$ cat src/rtl/button_conditioner.sv
// button_conditioner: synchronizes, debounces and edge-detects the
// faster/slower/next push buttons for the bicycle light controller.
module button_conditioner #(
    parameter int N         = 3,
    parameter int DB_CYCLES = 1000000,
    parameter int CNT_W     = 20
) (
    input  logic         clk,
    input  logic         rst,
    input  logic [N-1:0] btn_raw,
    output logic [N-1:0] btn_level,
    output logic [N-1:0] btn_pulse
);

    // state[1] doubles as the debounced level
    localparam logic [1:0] IDLE         = 2'b00;
    localparam logic [1:0] PRESS_WAIT   = 2'b01;
    localparam logic [1:0] PRESSED      = 2'b10;
    localparam logic [1:0] RELEASE_WAIT = 2'b11;

    localparam logic [CNT_W-1:0] CNT_LAST = CNT_W'(DB_CYCLES - 1);

    logic [N-1:0] sync1;
    logic [N-1:0] sync2;
    logic [1:0]   warm;

    // Two-flop synchronizer; warm marks when sync2 holds a real sample
    // rather than the reset value, so a button held through reset
    // cannot arm its channel.
    always_ff @(posedge clk or posedge rst) begin
        if (rst) begin
            sync1 <= '0;
            sync2 <= '0;
            warm  <= '0;
        end else begin
            sync1 <= btn_raw;
            sync2 <= sync1;
            warm  <= {warm[0], 1'b1};
        end
    end

    for (genvar i = 0; i < N; i++) begin : g_ch
        logic [1:0]       state;
        logic [1:0]       state_nx;
        logic [CNT_W-1:0] cnt;
        logic [CNT_W-1:0] cnt_nx;
        logic             armed;
        logic             pulse;
        logic             pulse_nx;

        // Debounce FSM next-state and counter logic
        always_comb begin
            state_nx = state;
            cnt_nx   = cnt;
            pulse_nx = 1'b0;
            case (state)
                IDLE: begin
                    if (sync2[i] && armed) begin
                        state_nx = PRESS_WAIT;
                        cnt_nx   = '0;
                    end
                end
                PRESS_WAIT: begin
                    if (!sync2[i]) begin
                        state_nx = IDLE;
                    end else if (cnt == CNT_LAST) begin
                        state_nx = PRESSED;
                        pulse_nx = 1'b1;
                    end else begin
                        cnt_nx = cnt + 1'b1;
                    end
                end
                PRESSED: begin
                    if (!sync2[i]) begin
                        state_nx = RELEASE_WAIT;
                        cnt_nx   = '0;
                    end
                end
                RELEASE_WAIT: begin
                    if (sync2[i]) begin
                        state_nx = PRESSED;
                    end else if (cnt == CNT_LAST) begin
                        state_nx = IDLE;
                    end else begin
                        cnt_nx = cnt + 1'b1;
                    end
                end
                default: state_nx = IDLE;
            endcase
        end

        // Channel state, counter, arm flag and registered pulse
        always_ff @(posedge clk or posedge rst) begin
            if (rst) begin
                state <= IDLE;
                cnt   <= '0;
                armed <= 1'b0;
                pulse <= 1'b0;
            end else begin
                state <= state_nx;
                cnt   <= cnt_nx;
                armed <= armed | (warm[1] & ~sync2[i]);
                pulse <= pulse_nx;
            end
        end

        assign btn_level[i] = state[1];
        assign btn_pulse[i] = pulse;
    end

endmodule
$ cat config.mk
export PLATFORM = sky130hd
export DESIGN_NAME = button_conditioner
export DESIGN_NICKNAME = d
export VERILOG_FILES = /design/src/rtl/button_conditioner.sv
export SDC_FILE = /design/constraint.sdc
export NUM_CORES = 1
export LEC_CHECK = 0
export CAP_MARGIN = 5
export CORE_ASPECT_RATIO = 0.75
export CORE_UTILIZATION = 40
export CTS_CLUSTER_SIZE = 28
export DETAILED_ROUTE_END_ITERATION = 6
export GPL_TIMING_DRIVEN = 0
export PLACE_DENSITY = 0.55
export SYNTH_ARGS = -nofsm -noshare
export SYNTH_HDL_FRONTEND = slang
export SYNTH_SLANG_ARGS = --single-unit
$ cat constraint.sdc
create_clock -name clk -period 3 [get_ports clk]
set_input_delay 0.45 -clock clk [delete_from_list [all_inputs] [get_ports clk]]
set_output_delay 0.45 -clock clk [all_outputs]
set_load 0.03 [all_outputs]
==> flow_metrics.tcl, run 1 <==
set metrics [dict create \
    status "complete, no violations" \
    tightest_slew_ps 878 \
    finClkSkew_ps 6.73 \
    maxSlewViolCount 0 \
    stdcell_count 590 \
    viasPerCell 5.39 \
    cap_viol_max_count 0 \
    grt_antenna_before_repair 0 \
    final-seq-area_um2 2000 \
    min_to "sync2[0]" \
    cts_buffers 9 \
    ant_nets 0 \
    routedWlPerCell_um 14.6 \
    core-area_um2 10300 \
    critPathLaunchType "register" \
    clkLatencyLatePin_ps 340 \
    hold_violations 0 \
    synth.most_common_cell "dfrtp_1" \
    placed_cells 574 \
    drc_errors 0 \
    cp_slowest_stage_delay_ps 650 \
    rows 32 \
    n_antenna_cell 0 \
    whs_path_depth 0 \
    synthArstFlopShare_pct 100 \
    path_cells "nor4b_1, and4_1, a31oi_4, nand3_1, mux2_1" \
    rr_worst_depth 5 \
    layout_setup_ws_ps 822 \
    finalPower_mw 2.45 \
    crit_type "reg -> reg" \
    clk_pin_slew_ps 60 \
    grt-ovfl-total 0 \
    synth_common_cells "80 x dfrtp_1, 50 x nor2_1, 32 x xnor2_1, 29 x nand2_1, 27 x nand3_1" \
    seq_area_frac_synth_pct 46.9 \
    synth_area_um2 4270 \
    rsz0062_at_grt "no" \
    grt_usage_pct 17.6 \
    wl_um 8600 \
    ys_top_cells_by_area "dfrtp_1 47%, xnor2_1 6.6%, nor2_1 4.4%, nor4_2 4.4%, nand3_1 3.2%" \
    p_leak_nw 1.95 \
    cts_resized 0 \
    fillers 954 \
    multiInputGateArea_um2 2090 \
    syn_inst 427 \
    yosys_warnings 0 \
    die-area_um2 11100 \
    drt_iter0_drc 212 \
    post-place-ws_ps 894 \
    syn_nets 435 \
    first_pass_iters 4 \
    die_y_um 91.4 \
    syn-mean-instance-area_um2 9.99 \
    areaGrowthSynthToFinish_pct 14.4 \
    gp_congestion 0.775 \
    initial_core_util_pct 41.3 \
    yosysTopAreaCell "dfrtp_1" \
    htree_levels 3 \
    ir_drop_mv 0.308 \
    finalSetupViolCount 0 \
    timing.final.crit_share_pct 72.6 \
    grt_max_degree 42 \
    fin_util_pct 47.3 \
    min_from "sync1[0]" \
    ys_ff_latch 80 \
    pwr_density_cell_nw_per_um2 502 \
    cp_data_required_time_ps 3220 \
    port-buffer-count 10 \
    hold_ws_ps 348 \
    r2r_end "g_ch[1].cnt[6]" \
    synth_edf_count 0 \
    cts_setup_buffers 0 \
    slew_headroom_pct 41.5 \
    die_x_um 121 \
    synth_top_area_share_pct 46.9 \
    grt_pass1_vias 3124 \
    arrival_ps 2400 \
    critPathMaxFanout 10 \
    grt_first_pass_wirelength_um 15200 \
    clockBufferDepth 2 \
    yosysUniqueCellTypes 55 \
    synth_ff_type "dfrtp_1" \
    finalNetCount 457 \
    clock-root-buffer "clkbuf_16" \
    timing.rr.start "g_ch[1].cnt[11]" \
    cts-hold-fix-buffers 0 \
    drive_above_1_share_pct 13.9 \
    end_kind "register" \
    dp_hpwl_um 5960 \
    cts_sinks 80 \
    fin_crit_ps 2180 \
    worstHoldPathType "reg -> reg" \
    num_vias 3181 \
    max_freq_mhz 459 \
    reg2reg_slack_ps 820 \
    crit_slowest_cell "nor4b_1" \
    cts_tree "done" \
    ios 11 \
]
==> worst max-delay path by stage <==
stage | start | to | slack [ps]
3_5_place_dp | g_ch[0].cnt[0] | register | 890
3_3_place_gp | rst | g_ch[1].cnt[11] | -900
6_report | g_ch[1].cnt[11] | g_ch[1].cnt[6] | 820
4_1_cts | g_ch[0].cnt[0] | register | 880
5_1_grt | g_ch[0].cnt[0] | register | 750
2_1_floorplan | rst | asynchronous set/reset pin | 500
==> power by group <==
part | total (mW) | internal (mW) | switching (mW)
clock | 1.19 | 0.750 | 0.442
combinational | 0.122 | 0.0433 | 0.0785
sequential | 1.14 | 1.10 | 0.0338
==> registers in the layout, summed over array words and instances, names as in the netlist, named ones only <==
register,flops
g_ch.armed,3
sync1,3
sync2,3
warm,2
g_ch.state,3
g_ch.cnt,60
g_ch.pulse,3
==> logic make-up after synthesis <==
logic type	count (synthesis)	share of synthesized area [%]
other	1	0.0879
xor gates and xnor gates	40	8.21
AOI/OAI and AO/OA	50	7.77
DFF	80	46.9
and+or+nand+nor	219	31.5
muxes	2	0.528
buffers and inverters	32	4.08
adders and majority gates	3	0.880
==> layout by cell type, fill, tap and decap left out, types with 5 or more instances in the layout <==
cell type / synthesis / final
a21oi_1: 13 / 13
xnor2_1: 32 / 32
a21o_1: 7 / 7
buf_4: 8 / 8
and2_1: 5 / 5
clkdlybuf4s50_1: 0 / 10
nand2b_1: 6 / 6
inv_1: 11 / 10
and4_1: 8 / 8
nand3b_1: 5 / 5
and3_1: 6 / 6
o211ai_1: 6 / 6
o21ai_0: 10 / 10
clkbuf_16: 0 / 9
nand3_1: 27 / 27
nor4_2: 15 / 15
dfrtp_1: 80 / 80
or3_1: 7 / 7
nor2_1: 50 / 50
nand4_1: 16 / 16
xor2_1: 8 / 8
nor3_1: 9 / 9
buf_2: 6 / 6
nand2_1: 29 / 29
nor4_1: 11 / 11
==> worst max-delay path: cells and delay by family, from the launching register on <==
kind / cells / cell delay (ps)
multiplexers: 1 / 320
AND/OR/NAND/NOR: 3 / 1140
AO/OA/AOI/OAI: 1 / 170
flip-flops: 1 / 440
==> layer usage <==
layer / part of all wire, % / track usage (%)
met1: 52 / 25.7
met2: 43 / 24.6
met3: 3.6 / 4.27
met4: 1.6 / 6.89
met5: 0 / 0
==> metrics by stage <==
| step | setup TNS [ps] | area [µm²] |
|---|---|---|
| final | 0 | 4880 |
| after global routing | 0 | 4880 |
| after CTS | 0 | 4880 |
| after detailed placement | 0 | 4560 |
| after global placement | -71830 | 4540 |
| after floorplan | 0 | 4270 |
==> final cells by class <==
class	instances	area share (%)
Buffer	21	2.72
Clock buffer	11	4.97
Clock inverter	5	1.64
Inverter	11	0.897
Multi-Input combinational cell	315	42.8
Sequential cell	80	41.0
Tap cell	136	3.49
Timing Repair Buffer	11	2.46
No activity file was read; power rests on OpenSTA's default activity.
==> run 2: changes to the inputs <==
--- a/config.mk
+++ b/config.mk
@@ -11,7 +11,7 @@
 export CTS_CLUSTER_SIZE = 28
 export DETAILED_ROUTE_END_ITERATION = 6
 export GPL_TIMING_DRIVEN = 0
-export PLACE_DENSITY = 0.55
+export PLACE_DENSITY = 0.57
 export SYNTH_ARGS = -nofsm -noshare
 export SYNTH_HDL_FRONTEND = slang
 export SYNTH_SLANG_ARGS = --single-unit
==> constraint.sdc (replaced) <==
create_clock -name clk -period 2 [get_ports clk]
set_input_delay 0.3 -clock clk [delete_from_list [all_inputs] [get_ports clk]]
set_output_delay 0.3 -clock clk [all_outputs]
set_load 0.03 [all_outputs]
==> run 2 against run 1 <==
Critical path type unchanged; sequential power increased by 50%; clock power increased by 31%; core utilization increased by 0.33 points; setup slack got worse by 730 ps; via count decreased by 0.31%; sequential share of layout area decreased by 0.21 points; critical path depth unchanged.
==> flow_metrics.tcl, run 2 (synthesized netlist as in run 1, its figures left out) <==
set metrics [dict create \
    combPwrFrac_pct 5.7 \
    rows 32 \
    max_freq_mhz 525 \
    seqPwrFrac_pct 49.3 \
    final-seq-area_um2 2010 \
    ant_nets 0 \
    critPathMaxFanout 6 \
    final_cell_mix "77 x dfrtp_1, 50 x nor2_1, 32 x xnor2_1" \
    htree_levels 3 \
    drc_errors 0 \
    ios 11 \
    rsz0062_at_grt "no" \
    core-area_um2 10300 \
    crit_start "g_ch[1].cnt[11]" \
    cts_tree "done" \
    maxSlewViolCount 0 \
    cts_buffers 9 \
    timing.rr.start "g_ch[1].cnt[11]" \
    wl_um 8500 \
    fin_util_pct 47.6 \
    fin_crit_ps 1910 \
    clock-root-buffer "clkbuf_16" \
    initial_core_util_pct 41.3 \
    pwr_density_cell_nw_per_um2 706 \
    end_kind "register" \
    clkPwrFrac_pct 45.0 \
    arrival_ps 2120 \
    grt_usage_pct 17.4 \
    gp_congestion 0.756 \
    clk_pin_slew_ps 60 \
    clkLatencyLatePin_ps 330 \
    critPathLaunchType "register" \
    n_antenna_cell 0 \
    ir_drop_mv 0.571 \
    die_y_um 91.4 \
    final_common_cell "dfrtp_1" \
    drt_iter0_drc 139 \
    finClkSkew_ps 4.53 \
    hold_violations 0 \
    p_leak_nw 1.94 \
    path_buf_inv 0 \
    dp_hpwl_um 5990 \
    crit_slowest_cell "nor4b_2" \
    crit_type "reg -> reg" \
    crit_cells 5 \
    worstHoldPathType "in -> async" \
    largest_reg_flops 60 \
    grt_antenna_before_repair 0 \
    routedWlPerCell_um 14.4 \
    multiInputGateArea_um2 2130 \
    first_pass_iters 4 \
    grt-ovfl-total 0 \
    cts-hold-fix-buffers 0 \
    cp_slowest_stage_delay_ps 470 \
    largest-register "g_ch.cnt" \
    grt_pass1_vias 3063 \
    p_sw_share_pct 22.7 \
    fillers 990 \
    final_area_um2 4920 \
    finalNetCount 460 \
    timing.final.crit_share_pct 95.3 \
    internal-power_mw 2.68 \
    finalSetupViolCount 0 \
    p_sw_mw 0.788 \
    cts_sinks 80 \
    rr_worst_depth 5 \
    finalPower_mw 3.47 \
    cpLargestDelayFamily "simple AND/OR/NAND/NOR gates" \
    place_area_um2 4580 \
    cap_viol_max_count 0 \
    fin_tns_setup_ps 0 \
    path_cells "nor4b_2, and4_1, a31oi_4, nand3_1, mux2_1" \
    die-area_um2 11100 \
    cp_data_required_time_ps 2210 \
    grt_max_degree 40 \
    num_vias 3171 \
    port-buffer-count 10 \
    die_x_um 121 \
    drive_above_1_share_pct 16.3 \
    slew_headroom_pct 59.0 \
    tightest_slew_ps 616 \
    areaGrowthSynthToFinish_pct 15.2 \
    status "complete, no violations" \
    grt_first_pass_wirelength_um 15100 \
    viasPerCell 5.37 \
    clockBufferDepth 2 \
]
run 2: cell count changes in the layout (fill, tap and decap cells not counted), moves of 2 or more:
cell	before	now
nor4_2	15	17
a21oi_2	1	4
nor4_1	11	9
dfrtp_2	0	3
buf_4	8	11
a21oi_1	13	10
dfrtp_1	80	77
run 2: power groups by stage:
| stage | Combinational [mW] | Clock (mW) | Sequential (mW) |
|---|---|---|---|
| floorplan | 0.136 | 0 | 1.72 |
| CTS | 0.198 | 1.61 | 1.71 |
| detailed placement | 0.195 | 0 | 1.73 |
| global route | 0.227 | 1.68 | 1.72 |
| global placement | 0.180 | 0 | 1.73 |
| finish | 0.198 | 1.56 | 1.71 |
run 2: final timing paths:
path | endpoint | slack, ps
worst max-delay path | g_ch[1].cnt[6] | 90
worst min-delay path | g_ch[2].pulse | 310
worst max register to register | g_ch[1].cnt[6] | 90
worst min register to register | sync2[0] | 350
max in group asynchronous | g_ch[0].cnt[1] | 950
min in group clk | sync2[0] | 350
run 2: per-layer routing:
| layer | up-vias | global-route usage, % | part of all wire, % |
|---|---|---|---|
| li1 | 1573 | - | - |
| met3 | 8 | 4.33 | 2.5 |
| met2 | 27 | 25.4 | 43 |
| met5 | - | 0 | 0 |
| met4 | 0 | 5.56 | 1.2 |
| met1 | 1563 | 25.1 | 53 |
run 2: area by class of cell:
cell class	instances	share of cell area, %
Tap cell	136	3.46
Clock buffer	10	4.66
Sequential cell	80	40.8
Timing Repair Buffer	14	3.16
Clock inverter	4	0.967
Inverter	11	0.916
Buffer	21	2.75
Multi-Input combinational cell	315	43.3
run 2: metrics by stage:
step / cells / setup WS (ps) / hold slack, ps
CTS: 589 / -3.90 / 305
floorplan: 427 / 159 / 331
finish: 591 / 94.3 / 309
global route: 591 / 2.48 / 344
detailed placement: 575 / -154 / 336
global placement: 573 / -160 / 335
run 2: timing repair:
| item | CTS | global route |
|---|---|---|
| cloned | 0 | 0 |
| gates resized for setup | 6 | 6 |
| endpoints found under the hold margin | 0 | 0 |
| endpoints found under the setup margin | 13 | 27 |
| buffers inserted | 0 | 2 |
| pin swaps | 1 | 2 |
==> run 3: changes to the inputs <==
--- a/config.mk
+++ b/config.mk
@@ -8,10 +8,12 @@
 export CAP_MARGIN = 5
 export CORE_ASPECT_RATIO = 0.75
 export CORE_UTILIZATION = 40
+export CTS_BUF_LIST = sky130_fd_sc_hd__clkbuf_8
 export CTS_CLUSTER_SIZE = 28
 export DETAILED_ROUTE_END_ITERATION = 6
 export GPL_TIMING_DRIVEN = 0
 export PLACE_DENSITY = 0.57
+export SETUP_SLACK_MARGIN = 0.05
 export SYNTH_ARGS = -nofsm -noshare
 export SYNTH_HDL_FRONTEND = slang
 export SYNTH_SLANG_ARGS = --single-unit
==> run 3 against run 2 <==
Setup slack improved by 23 ps; sequential cell count unchanged; register-to-register slack improved by 20 ps; critical path depth increased by 1; sequential power about the same; wire length increased by 0.45%; clock power decreased by 28%; clock skew increased by 3.3 ps; clock-buffer cell count decreased by 1.
==> flow_metrics.tcl, run 3 (synthesized netlist as in run 1, its figures left out) <==
set metrics [dict create \
    first_pass_iters 4 \
    cp_slowest_stage_delay_ps 450 \
    num_vias 3189 \
    end_kind "register" \
    n_antenna_cell 0 \
    fin_tns_setup_ps 0 \
    finClkSkew_ps 7.81 \
    post-place-ws_ps -154 \
    grt_usage_pct 17.3 \
    rows 32 \
    p_leak_nw 1.93 \
    die_x_um 121 \
    cap_viol_max_count 0 \
    clock-root-buffer "clkbuf_8" \
    final_area_um2 4850 \
    hold_ws_ps 282 \
    arrival_ps 2120 \
    crit_slowest_cell "dfrtp_2" \
    cpLargestDelayFamily "simple AND/OR/NAND/NOR gates" \
    die-area_um2 11100 \
    cts_buffers 9 \
    worstHoldPathType "in -> async" \
    grt_antenna_before_repair 0 \
    grt_max_degree 40 \
    initial_core_util_pct 41.3 \
    path_buf_inv 0 \
    port-buffer-count 10 \
    rsz0062_at_grt "yes" \
    finalNetCount 464 \
    grt_pass1_vias 3087 \
    drive_above_1_share_pct 17.0 \
    drt_iter0_drc 173 \
    die_y_um 91.4 \
    cts_tree "done" \
    routedWlPerCell_um 14.4 \
    grt-ovfl-total 0 \
    cts_sinks 80 \
    layout_setup_ws_ps 117 \
    largest-register "g_ch.cnt" \
    maxSlewViolCount 0 \
    grt_first_pass_wirelength_um 15100 \
    clkLatencyLatePin_ps 350 \
    slew_headroom_pct 59.0 \
    wl_um 8540 \
    fin_crit_ps 1880 \
    ir_drop_mv 0.460 \
    tightest_slew_ps 615 \
    status "complete, no violations" \
    stdcell_count 595 \
    clk_pin_slew_ps 80 \
    fillers 1015 \
    ios 11 \
    critPathLaunchType "register" \
    pwr_density_cell_nw_per_um2 625 \
    drc_errors 0 \
    fin_util_pct 47.0 \
    htree_levels 3 \
    critPathMaxFanout 7 \
    timing.final.crit_share_pct 94.1 \
    cts-hold-fix-buffers 0 \
    placed_cells 575 \
    path_cells "ha_1, and3_1, and4_1, a31oi_4, nand3_1, mux2_1" \
    dp_hpwl_um 5990 \
    final_cell_mix "78 x dfrtp_1, 50 x nor2_1, 32 x xnor2_1" \
    cp_data_required_time_ps 2240 \
    place_area_um2 4580 \
    final_common_cell "dfrtp_1" \
    max_freq_mhz 531 \
    core-area_um2 10300 \
    viasPerCell 5.36 \
    areaGrowthSynthToFinish_pct 13.8 \
    clockBufferDepth 2 \
    finalPower_mw 3.03 \
    gp_congestion 0.756 \
    crit_type "reg -> reg" \
    largest_reg_flops 60 \
    finalSetupViolCount 0 \
    hold_violations 0 \
    ant_nets 0 \
]
## run 3: timing repair
| item | CTS | global route |
|---|---|---|
| pin swaps | 1 | 2 |
| setup endpoints to repair | 20 | 26 |
| resized for setup | 6 | 6 |
| setup buffers | 2 | 4 |
## run 3: area by class of cell
| class | instances | area [µm²] | share of cell area, % |
|---|---|---|---|
| tap | 136 | 170 | 3.51 |
| multi-input combinational | 315 | 2140 | 44.1 |
| clock buffer | 9 | 124 | 2.55 |
| inverter | 11 | 45.0 | 0.928 |
| timing repair buffer | 18 | 185 | 3.82 |
| clock inverter | 5 | 51.3 | 1.06 |
| buffer | 21 | 135 | 2.78 |
| sequential | 80 | 2000 | 41.3 |
## run 3: path summary, 6_finish.rpt
kind,from,endpoint,slack [ps],depth (start not counted)
min in group clk,sync1[1],sync2[1],350,0
setup / recovery,g_ch[1].cnt[0],g_ch[1].cnt[6],120,6
setup reg to reg,g_ch[1].cnt[0],g_ch[1].cnt[6],120,6
hold reg to reg,sync1[1],sync2[1],350,0
hold / removal,rst,g_ch[2].pulse,280,2
max in group asynchronous,rst,g_ch[1].cnt[1],980,4
## run 3: routing by layer
metal / share of wire (%) / vias to the layer above / track usage (%)
met4: 1.1 / 0 / 4.94
met2: 43 / 38 / 25.8
met5: 0 / - / 0
met3: 2.9 / 8 / 4.33
li1: - / 1580 / -
met1: 53 / 1563 / 24.8
## run 3: power breakdown
group	switching, mW	internal [mW]
sequential	0.0450	1.66
clock	0.566	0.554
combinational	0.132	0.0815
